**src/rtl/regfile_wb_arbiter.sv**
```systemverilog
// Arbitrates the register-file write port between ALU (wb0) and load (wb1).
// Ports: clk, rst, wb0/wb1 slave channels; registered dst_reg/data/we, wb_src.
package constants_pkg;
  localparam int ARCH_LEN     = 32;
  localparam int REG_FILE_LEN = 32;
endpackage

module regfile_wb_arbiter #(
  parameter int ARCH_LEN     = constants_pkg::ARCH_LEN,
  parameter int REG_FILE_LEN = constants_pkg::REG_FILE_LEN,
  parameter int MAX_WAIT     = 3,
  localparam int RW          = $clog2(REG_FILE_LEN)
) (
  input  logic                clk,
  input  logic                rst,
  regfile_wb_arbiter_if.slave wb0,
  regfile_wb_arbiter_if.slave wb1,
  output logic [RW-1:0]       dst_reg,
  output logic [ARCH_LEN-1:0] dst_reg_data,
  output logic                reg_write_enable,
  output logic                wb_src
);

  localparam logic [3:0] MW = 4'(MAX_WAIT);

  logic [3:0]          wait_cnt_q, wait_cnt_d;
  logic [RW-1:0]       dst_reg_q, dst_reg_d;
  logic [ARCH_LEN-1:0] dst_data_q, dst_data_d;
  logic                we_q, we_d;
  logic                src_q, src_d;

  logic force1;
  logic rdy0, rdy1;
  logic xfer0, xfer1;

  // force1 flips priority so wb1 cannot be starved past MAX_WAIT refusals
  assign force1 = (wait_cnt_q == MW);
  assign rdy1   = !rst && (force1 || !wb0.valid);
  assign rdy0   = !rst && !(force1 && wb1.valid);
  assign xfer0  = wb0.valid && rdy0;
  assign xfer1  = wb1.valid && rdy1;

  assign wb0.ready = rdy0;
  assign wb1.ready = rdy1;

  always_comb begin
    wait_cnt_d = wait_cnt_q;
    if (xfer1 || !wb1.valid) begin
      wait_cnt_d = '0;
    end else if (!force1) begin
      wait_cnt_d = wait_cnt_q + 4'd1;
    end
  end

  // x0 writes are accepted but never enabled
  always_comb begin
    dst_reg_d  = dst_reg_q;
    dst_data_d = dst_data_q;
    src_d      = src_q;
    we_d       = 1'b0;
    unique case (1'b1)
      xfer0: begin
        dst_reg_d  = wb0.rd;
        dst_data_d = wb0.data;
        src_d      = 1'b0;
        we_d       = (wb0.rd != '0);
      end
      xfer1: begin
        dst_reg_d  = wb1.rd;
        dst_data_d = wb1.data;
        src_d      = 1'b1;
        we_d       = (wb1.rd != '0);
      end
      default: ;
    endcase
  end

  always_ff @(posedge clk) begin
    if (rst) begin
      wait_cnt_q <= '0;
      dst_reg_q  <= '0;
      dst_data_q <= '0;
      we_q       <= 1'b0;
      src_q      <= 1'b0;
    end else begin
      wait_cnt_q <= wait_cnt_d;
      dst_reg_q  <= dst_reg_d;
      dst_data_q <= dst_data_d;
      we_q       <= we_d;
      src_q      <= src_d;
    end
  end

  assign dst_reg          = dst_reg_q;
  assign dst_reg_data     = dst_data_q;
  assign reg_write_enable = we_q;
  assign wb_src           = src_q;

endmodule

```
**src/rtl/regfile_wb_arbiter_if.sv**
```systemverilog
// Write-back request channel: one requester's valid/ready handshake.
// Ports: valid, rd (dest index), data in; ready back to the requester.
interface regfile_wb_arbiter_if #(
  parameter int ARCH_LEN     = 32,
  parameter int REG_FILE_LEN = 32
);
  localparam int RW = $clog2(REG_FILE_LEN);

  logic                valid;
  logic [RW-1:0]       rd;
  logic [ARCH_LEN-1:0] data;
  logic                ready;

  modport master (
    output valid,
    output rd,
    output data,
    input  ready
  );

  modport slave (
    input  valid,
    input  rd,
    input  data,
    output ready
  );
endinterface

```
**src/flat_wrapper.sv**
```systemverilog
// flat-port wrapper written by rule: the top's interface ports become plain ports
module regfile_wb_arbiter_flat 
#(
  parameter int ARCH_LEN     = constants_pkg::ARCH_LEN,
  parameter int REG_FILE_LEN = constants_pkg::REG_FILE_LEN,
  parameter int MAX_WAIT     = 3,
  localparam int RW          = $clog2(REG_FILE_LEN)
)
  (clk, rst, dst_reg, dst_reg_data, reg_write_enable, wb_src, wb0_valid, wb0_rd, wb0_data, wb0_ready, wb1_valid, wb1_rd, wb1_data, wb1_ready);
  regfile_wb_arbiter_if #(.ARCH_LEN(ARCH_LEN), .REG_FILE_LEN(REG_FILE_LEN)) wb0_i ();
  regfile_wb_arbiter_if #(.ARCH_LEN(ARCH_LEN), .REG_FILE_LEN(REG_FILE_LEN)) wb1_i ();
  input  logic clk;
  input  logic rst;
  output logic [RW-1:0] dst_reg;
  output logic [ARCH_LEN-1:0] dst_reg_data;
  output logic reg_write_enable;
  output logic wb_src;
  input wire logic [$bits(wb0_i.valid)-1:0] wb0_valid;
  input wire logic [$bits(wb0_i.rd)-1:0] wb0_rd;
  input wire logic [$bits(wb0_i.data)-1:0] wb0_data;
  output wire logic [$bits(wb0_i.ready)-1:0] wb0_ready;
  input wire logic [$bits(wb1_i.valid)-1:0] wb1_valid;
  input wire logic [$bits(wb1_i.rd)-1:0] wb1_rd;
  input wire logic [$bits(wb1_i.data)-1:0] wb1_data;
  output wire logic [$bits(wb1_i.ready)-1:0] wb1_ready;
  assign wb0_i.valid = wb0_valid;
  assign wb0_i.rd = wb0_rd;
  assign wb0_i.data = wb0_data;
  assign wb0_ready = wb0_i.ready;
  assign wb1_i.valid = wb1_valid;
  assign wb1_i.rd = wb1_rd;
  assign wb1_i.data = wb1_data;
  assign wb1_ready = wb1_i.ready;
  regfile_wb_arbiter #(.ARCH_LEN(ARCH_LEN), .REG_FILE_LEN(REG_FILE_LEN), .MAX_WAIT(MAX_WAIT)) u_core (.clk(clk), .rst(rst), .wb0(wb0_i), .wb1(wb1_i), .dst_reg(dst_reg), .dst_reg_data(dst_reg_data), .reg_write_enable(reg_write_enable), .wb_src(wb_src));
endmodule
```
**config.mk**
```make
export PLATFORM = sky130hd
export DESIGN_NAME = regfile_wb_arbiter_flat
export DESIGN_NICKNAME = d
export VERILOG_FILES = /design/src/rtl/regfile_wb_arbiter.sv /design/src/rtl/regfile_wb_arbiter_if.sv /design/src/flat_wrapper.sv
export SDC_FILE = /design/constraint.sdc
export NUM_CORES = 1
export LEC_CHECK = 0
export BUFFER_PORTS_ARGS = -buffer_cell sky130_fd_sc_hd__clkbuf_2
export CORE_MARGIN = 5
export CORE_UTILIZATION = 40
export DETAILED_ROUTE_END_ITERATION = 8
export PLACE_DENSITY = 0.69
export SYNTH_ARGS = -nofsm -noshare
export SYNTH_HDL_FRONTEND = slang
export SYNTH_SLANG_ARGS = --single-unit
```
**constraint.sdc**
```tcl
create_clock -name clk -period 3.7 [get_ports clk]
set_clock_uncertainty 0.05 [all_clocks]
set_input_delay 0.74 -clock clk [delete_from_list [all_inputs] [get_ports clk]]
set_output_delay 0.74 -clock clk [all_outputs]
set_load 0.02 [all_outputs]
```
After elaboration in Yosys (flattened, before gate mapping)
Cells that the tools add are included.
- input port bits: 78
- output and inout port bits: 41
- word-level logic and storage cells: 26
- bits in registers: 43
- reduce and logical (&&, ||, !) cells: 15
- equality and inequality tests: 1
- muxes and demuxes: 4
- add/sub/neg operators: 1
- operators with widths (operator ; number):
    one-hot mux 32 bit (2 select lines) ; 1
    one-hot mux 5 bit (2 select lines) ; 1
    nonzero test 5 bit ; 2
    logical AND 1 bit ; 5
    adder 4 x 1 -> 4 bit (second input constant) ; 1
    equality test 4 x 2 -> 1 bit (second input constant) ; 1
    zero test 1 bit ; 4
    one-hot mux 1 bit (2 select lines) ; 2
    logical OR 1 bit ; 2
    nonzero test 2 bit ; 1
    OR reduction 2 bit ; 1

Depth between registers and ports, before layout
Gate-level depths: netlist (run 1).
- word-level depth: 6
- mapped depth: 6
- depth with buffers taken out: 4

Worst setup path before layout (run 1)
OpenSTA, ideal clock, no wires.
- path type: in2out
- from: input wb1_valid
- to: output wb0_ready
- data required time: 2.910 ns
- arrival: 1.432 ns
- buffers on the path: 2
- slack: 1.478 ns
- stages: 3
- cells stage by stage: clkbuf_2 buf_2 a21oi_1
- longest elaborated chain between the ends: 3
- RTL lines (what ; RTL line ; source):
    start: declaration ; flat_wrapper.sv:22 ; input wire logic [$bits(wb1_i.valid)-1:0] wb1_valid;
    logical AND 1 bit ; regfile_wb_arbiter.sv:39 ; assign rdy0 = !rst && !(force1 && wb1.valid);
    zero test 1 bit ; regfile_wb_arbiter.sv:39 ;
    logical AND 1 bit ; regfile_wb_arbiter.sv:39 ;
    end: declaration ; flat_wrapper.sv:21 ; output wire logic [$bits(wb0_i.ready)-1:0] wb0_ready;
No other way between the ends.

Worst setup path after layout (run 1)
- from: register u_core.wait_cnt_q[0]
- to: output wb1_ready
- longest elaborated chain between the ends: 3
- RTL lines (what ; RTL line ; source):
    start: declaration ; regfile_wb_arbiter.sv:26 ; logic [3:0] wait_cnt_q, wait_cnt_d;
    start signal: assignment ; regfile_wb_arbiter.sv:86 ; wait_cnt_q <= wait_cnt_d;
    equality test 4 x 2 -> 1 bit ; regfile_wb_arbiter.sv:37 ; assign force1 = (wait_cnt_q == MW);
    logical OR 1 bit ; regfile_wb_arbiter.sv:38 ; assign rdy1 = !rst && (force1 || !wb0.valid);
    logical AND 1 bit ; regfile_wb_arbiter.sv:38 ;
    end: declaration ; flat_wrapper.sv:25 ; output wire logic [$bits(wb1_i.ready)-1:0] wb1_ready;
No other way between the ends.

==> metrics.cfg, run 1 <==
[yosys]
ys_seq_area_share_pct=31.47
syn_inst=329
synth-seq-cells=43
syn-num-nets=408
ys_warn_count=0
avgSynthCellArea_um2=8.313
syn_area_um2=2735
ys_types=27

[cts]
holdBufCountCts=0
clk_pin_slew_ns=0.08
insertion_delay_ns=0.30
cts.repair.resized=0
cts_sinks=43
cts_setup_buffers=0
cts_buffers=5
htreeDepth=2
cts-root-buf=clkbuf_8
cts_tree=built
clockBufferDepth=2

[run]
drv_cap=0

[timing]
period_needed_ns=2.546
rsz0062_at_grt=false
worst_pin_slew_ns=0.5887
holdWs_ns=0.4171
relSlewSlack_pct=60.75
worst_slack_ns=1.154
post-route-period-util_pct=68.80
setup_viol=0
max_freq_mhz=392.8
drv_slew=0
fin_setup_tns_ns=0
hold_viol_final=0

[place]
portBuffers=118
hpwl_um=6051
place_ws_ns=1.183
post-place-cells=501
gp_congestion=0.8282

[global_route]
antenna_found_initial=0
grt_overflow=0
grt_pass1_vias=2852
grt_usage_pct=19.61
grt_max_degree=41
grt_pass1_wl_um=13970

[floorplan]
die_h_um=92.69
dieArea_um2=8591
die_width_um=92.69
num_rows=30
start_util_pct=40.71
io_pins=119
core_area_um2=6719

[route]
drt-total-wl_um=8715
drt_iter0_drc=185
drt-wirelength-per-cell_um=17.16
drc=0
dr.pass1.iters=4
via_count=2974
via_per_inst=5.854
ant_nets=0

[worst_setup_path]
worstPathRequired_ns=2.91
startpoint_type=register
crit_fanout=4
critPathCaptureType=output port
arrival_ns=1.76
worst_r2r_path_depth=5
path_class=register to output port

[min_path]
hold_class=register to register
holdPathStages=1

[cells_and_area]
drive_above_1_share_pct=37.62
nFillCells=667
finalNonFillerCells=508
largest_reg_flops=32
num_antenna_cells=0
syn_to_final_growth_pct=24.43
nets=507

[run_status]
status=finished clean

[power]
p_leak_uw=0.001357
ir_worst_vdd_v=0.0001511
finalPower_uw=1118
powerDensity_nw_per_um2=328.5

[layout by cell type (no fill, tap or decap), types with 2 or more instances in the layout]
cell,instances
nand2_1,2
nor3_1,56
nor3_2,20
nor2_1,2
a211oi_1,37
clkbuf_8,6
o21bai_1,38
a21oi_1,3
buf_4,12
clkbuf_2,118
nor2b_1,37
nand3b_1,2
nor4_1,37
dfxtp_1,43
nand2b_1,3
[kinds of logic after synthesis]
logic type	count (synthesis)	synth area share, %
buf+inv	38	7.640
xor+xnor	1	0.3203
fa+ha+maj	1	0.4574
simple gates	165	38.01
compound gates	81	22.10
flops	43	31.47
[Yosys cell counts]
cell type  number  area share [%]
nor2b_1        37             8.5
nor2_1          2            0.27
a21oi_2         1            0.32
a21oi_1         3            0.55
or3b_1          1            0.32
xor2_1          1            0.32
nor3_2         20             7.3
nor3b_1         1            0.27
ha_1            1            0.46
a211oi_1       37              10
buf_4           4             1.1
or4_1           1            0.27
o21bai_1       38              10
nand3_1         1            0.18
nor3_1         56              10
nor4_1         37             8.5
clkbuf_1       13             1.8
o21a_1          1            0.27
nand2_1         2            0.27
buf_6           4             1.6
nand3b_1        2            0.55
dfxtp_1        43              31
buf_2          16             2.9
nor3b_2         1            0.46
clkbuf_2        1            0.18
a32o_1          1            0.37
nand2b_1        4            0.91
[per-layer routing]
metal,vias to the layer above,track usage [%],wire [um]
li1,1445,-,-
met1,1367,27.90,4045
met2,154,30.57,3678
met3,8,4.468,938
met4,0,3.663,53
met5,-,0,0
[power by group]
group	internal, uW	switching [uW]	total (uW)
Clock	147	168	315
Sequential	498	17.4	515
Combinational	114	173	288
[critical path: stages, from the launching register on]
cell and delay, ns:
dfxtp_1 0.36, ha_1 0.21, or3b_2 0.50, a21oi_2 0.19
clkbuf_2 0.19
[path summary, 6_finish.rpt]
check	slack, ns	from	endpoint
worst max-delay path	1.15	u_core.wait_cnt_q[0]$_SDFFE_PP0P_	wb1_ready
worst min-delay path	0.42	u_core.wait_cnt_q[0]$_SDFFE_PP0P_	u_core.wait_cnt_q[0]$_SDFFE_PP0P_
worst max register to register	1.79	u_core.wait_cnt_q[0]$_SDFFE_PP0P_	u_core.dst_reg_data[10]$_SDFFE_PP0P_
worst min register to register	0.42	u_core.wait_cnt_q[0]$_SDFFE_PP0P_	u_core.wait_cnt_q[0]$_SDFFE_PP0P_
[metrics by stage]
step,area (um2),utilization [%]
finish,3403,50.65
global route,3403,50.65
CTS,3403,50.65
detailed placement,3316,49.35
global placement,3316,49.35
floorplan,2735,-
[area by class of cell]
| class | count | area (um2) | area share [%] |
|---|---|---|---|
| Multi-Input combinational cell | 248 | 1674 | 49.19 |
| Sequential cell | 43 | 860.8 | 25.29 |
| Timing Repair Buffer | 130 | 680.7 | 20.00 |
| Tap cell | 80 | 100.1 | 2.941 |
| Clock buffer | 6 | 82.58 | 2.426 |
| Clock inverter | 1 | 5.005 | 0.1471 |
No activity file was read; power rests on OpenSTA's default activity.
==> inputs of run 2 (changes only) <==
==> constraint.sdc (replaced) <==
create_clock -name clk -period 2.54 [get_ports clk]
set_clock_uncertainty 0.05 [all_clocks]
set_input_delay 0.508 -clock clk [delete_from_list [all_inputs] [get_ports clk]]
set_output_delay 0.508 -clock clk [all_outputs]
set_load 0.02 [all_outputs]
==> run 2 against run 1 <==
Core utilization increased by 1.2 points; sequential share of layout area fell by 0.56 points; die area stayed put; critical path type unchanged; non-clock buffer count increased by 1; hold slack better by 0.0025 ns; cell count grew 0.39%; combinational power grew 47%; highest routed layer unchanged; clock-buffer cell count unchanged; design area rose by 2.3%.
==> metrics.cfg, run 2 (synthesis gave the netlist of run 1 again) <==
[floorplan]
start_util_pct=40.71
die_width_um=92.69
io_pins=119
num_rows=30
die_h_um=92.69
core_area_um2=6719
dieArea_um2=8591

[cts]
cts.repair.resized=0
cts_sinks=43
htreeDepth=2
insertion_delay_ns=0.30
clk_pin_slew_ns=0.09
holdBufCountCts=0
cts_setup_buffers=0
clockBufferDepth=2
cts-root-buf=clkbuf_8
cts_buffers=5
cts_tree=built

[timing]
hold_viol_final=0
worst_pin_slew_ns=0.5393
holdWs_ns=0.4195
fin_setup_tns_ns=0
period_needed_ns=2.316
drv_slew=0
max_freq_mhz=431.8
relSlewSlack_pct=64.05
post-route-period-util_pct=91.17
rsz0062_at_grt=false
setup_viol=0

[worst_setup_path]
crit_fanout=4
worstPathRequired_ns=1.98
r2r-start=u_core.wait_cnt_q[0]$_SDFFE_PP0P_
path_class=register to output port
regToRegSetupSlack_ns=0.69
rr_endpoint=u_core.dst_reg_data[7]$_SDFFE_PP0P_
critPathCaptureType=output port
worst_r2r_path_depth=5
arrival_ns=1.76
startpoint_type=register

[route]
dr.pass1.iters=4
via_per_inst=5.755
drt_iter0_drc=150
via_count=2935
drt-wirelength-per-cell_um=16.39
drt-total-wl_um=8360
drc=0
ant_nets=0

[min_path]
min_to=u_core.wait_cnt_q[0]$_SDFFE_PP0P_
hold_class=register to register
hold_start=u_core.wait_cnt_q[0]$_SDFFE_PP0P_
holdPathStages=1

[global_route]
grt_pass1_vias=2907
antenna_found_initial=0
grt_max_degree=41
grt_usage_pct=19.66
grt_overflow=0
grt_pass1_wl_um=13930

[place]
portBuffers=118
hpwl_um=5810
gp_congestion=0.8238

[cells_and_area]
nets=508
final_common_cell=clkbuf_2
final_cell_mix=118 x clkbuf_2, 56 x nor3_1, 43 x dfxtp_1
syn_to_final_growth_pct=27.26
largest_reg_flops=32
num_antenna_cells=0
drive_above_1_share_pct=37.67

[run_status]
status=finished clean

[power]
ir_worst_vdd_v=0.0002841
powerDensity_nw_per_um2=520.4
p_leak_uw=0.001390

[run]
drv_cap=0

==> run 2: cell count changes in the layout (fill, tap and decap cells not counted), sizes merged <==
| cell | change |
|---|---|
| buf | +1 |
| bufinv | +2 |
| clkinv | -1 |
==> run 2: area by class of cell <==
type | instances | area, um2
Fill cell | 641 | 3238
Clock inverter | 2 | 60.06
Tap cell | 80 | 100.1
Clock buffer | 6 | 72.57
Timing Repair Buffer | 131 | 713.2
Sequential cell | 43 | 860.8
Multi-Input combinational cell | 248 | 1674
==> run 2: critical path: stages, from the launching register on <==
cell	delay, ns
dfxtp_1	0.37
ha_1	0.21
or3b_2	0.48
a21oi_2	0.21
clkbuf_2	0.20
==> run 2: routing by layer <==
metal,share of wire (%),global-route usage (%),wire length (um),up-vias
li1,-,-,-,1444
met1,45,26.22,3765,1356
met3,10,6.418,873,4
met5,0,0,0,-
met2,44,30.88,3673,131
met4,0.57,4.518,48,0
==> run 2: worst max path at each step <==
| stage | from | endpoint | depth (start not counted) |
|---|---|---|---|
| after floorplan | u_core.wait_cnt_q[0]$_SDFFE_PP0P_ | wb1_ready | 4 |
| after global placement | u_core.wait_cnt_q[0]$_SDFFE_PP0P_ | wb1_ready | 4 |
| after detailed placement | u_core.wait_cnt_q[0]$_SDFFE_PP0P_ | wb1_ready | 4 |
| after CTS | u_core.wait_cnt_q[0]$_SDFFE_PP0P_ | wb1_ready | 4 |
| after global routing | u_core.wait_cnt_q[0]$_SDFFE_PP0P_ | wb1_ready | 4 |
| final | u_core.wait_cnt_q[0]$_SDFFE_PP0P_ | wb1_ready | 4 |
==> run 2: metrics by stage <==
stage	power (uW)	instances	worst slack, ns	instance area, um2	util (%)
after floorplan	1008	329	0.6775	2735	-
after global placement	1179	502	0.5879	3348	49.83
after detailed placement	1185	502	0.5701	3348	49.83
after CTS	1836	510	0.2191	3481	51.81
after global routing	1907	510	0.1575	3481	51.81
final	1812	510	0.2242	3481	51.81
==> run 2: power breakdown <==
| part | internal, uW | switching (uW) |
|---|---|---|
| clock network | 393 | 248 |
| logic | 172 | 250 |
| registers | 725 | 23.1 |
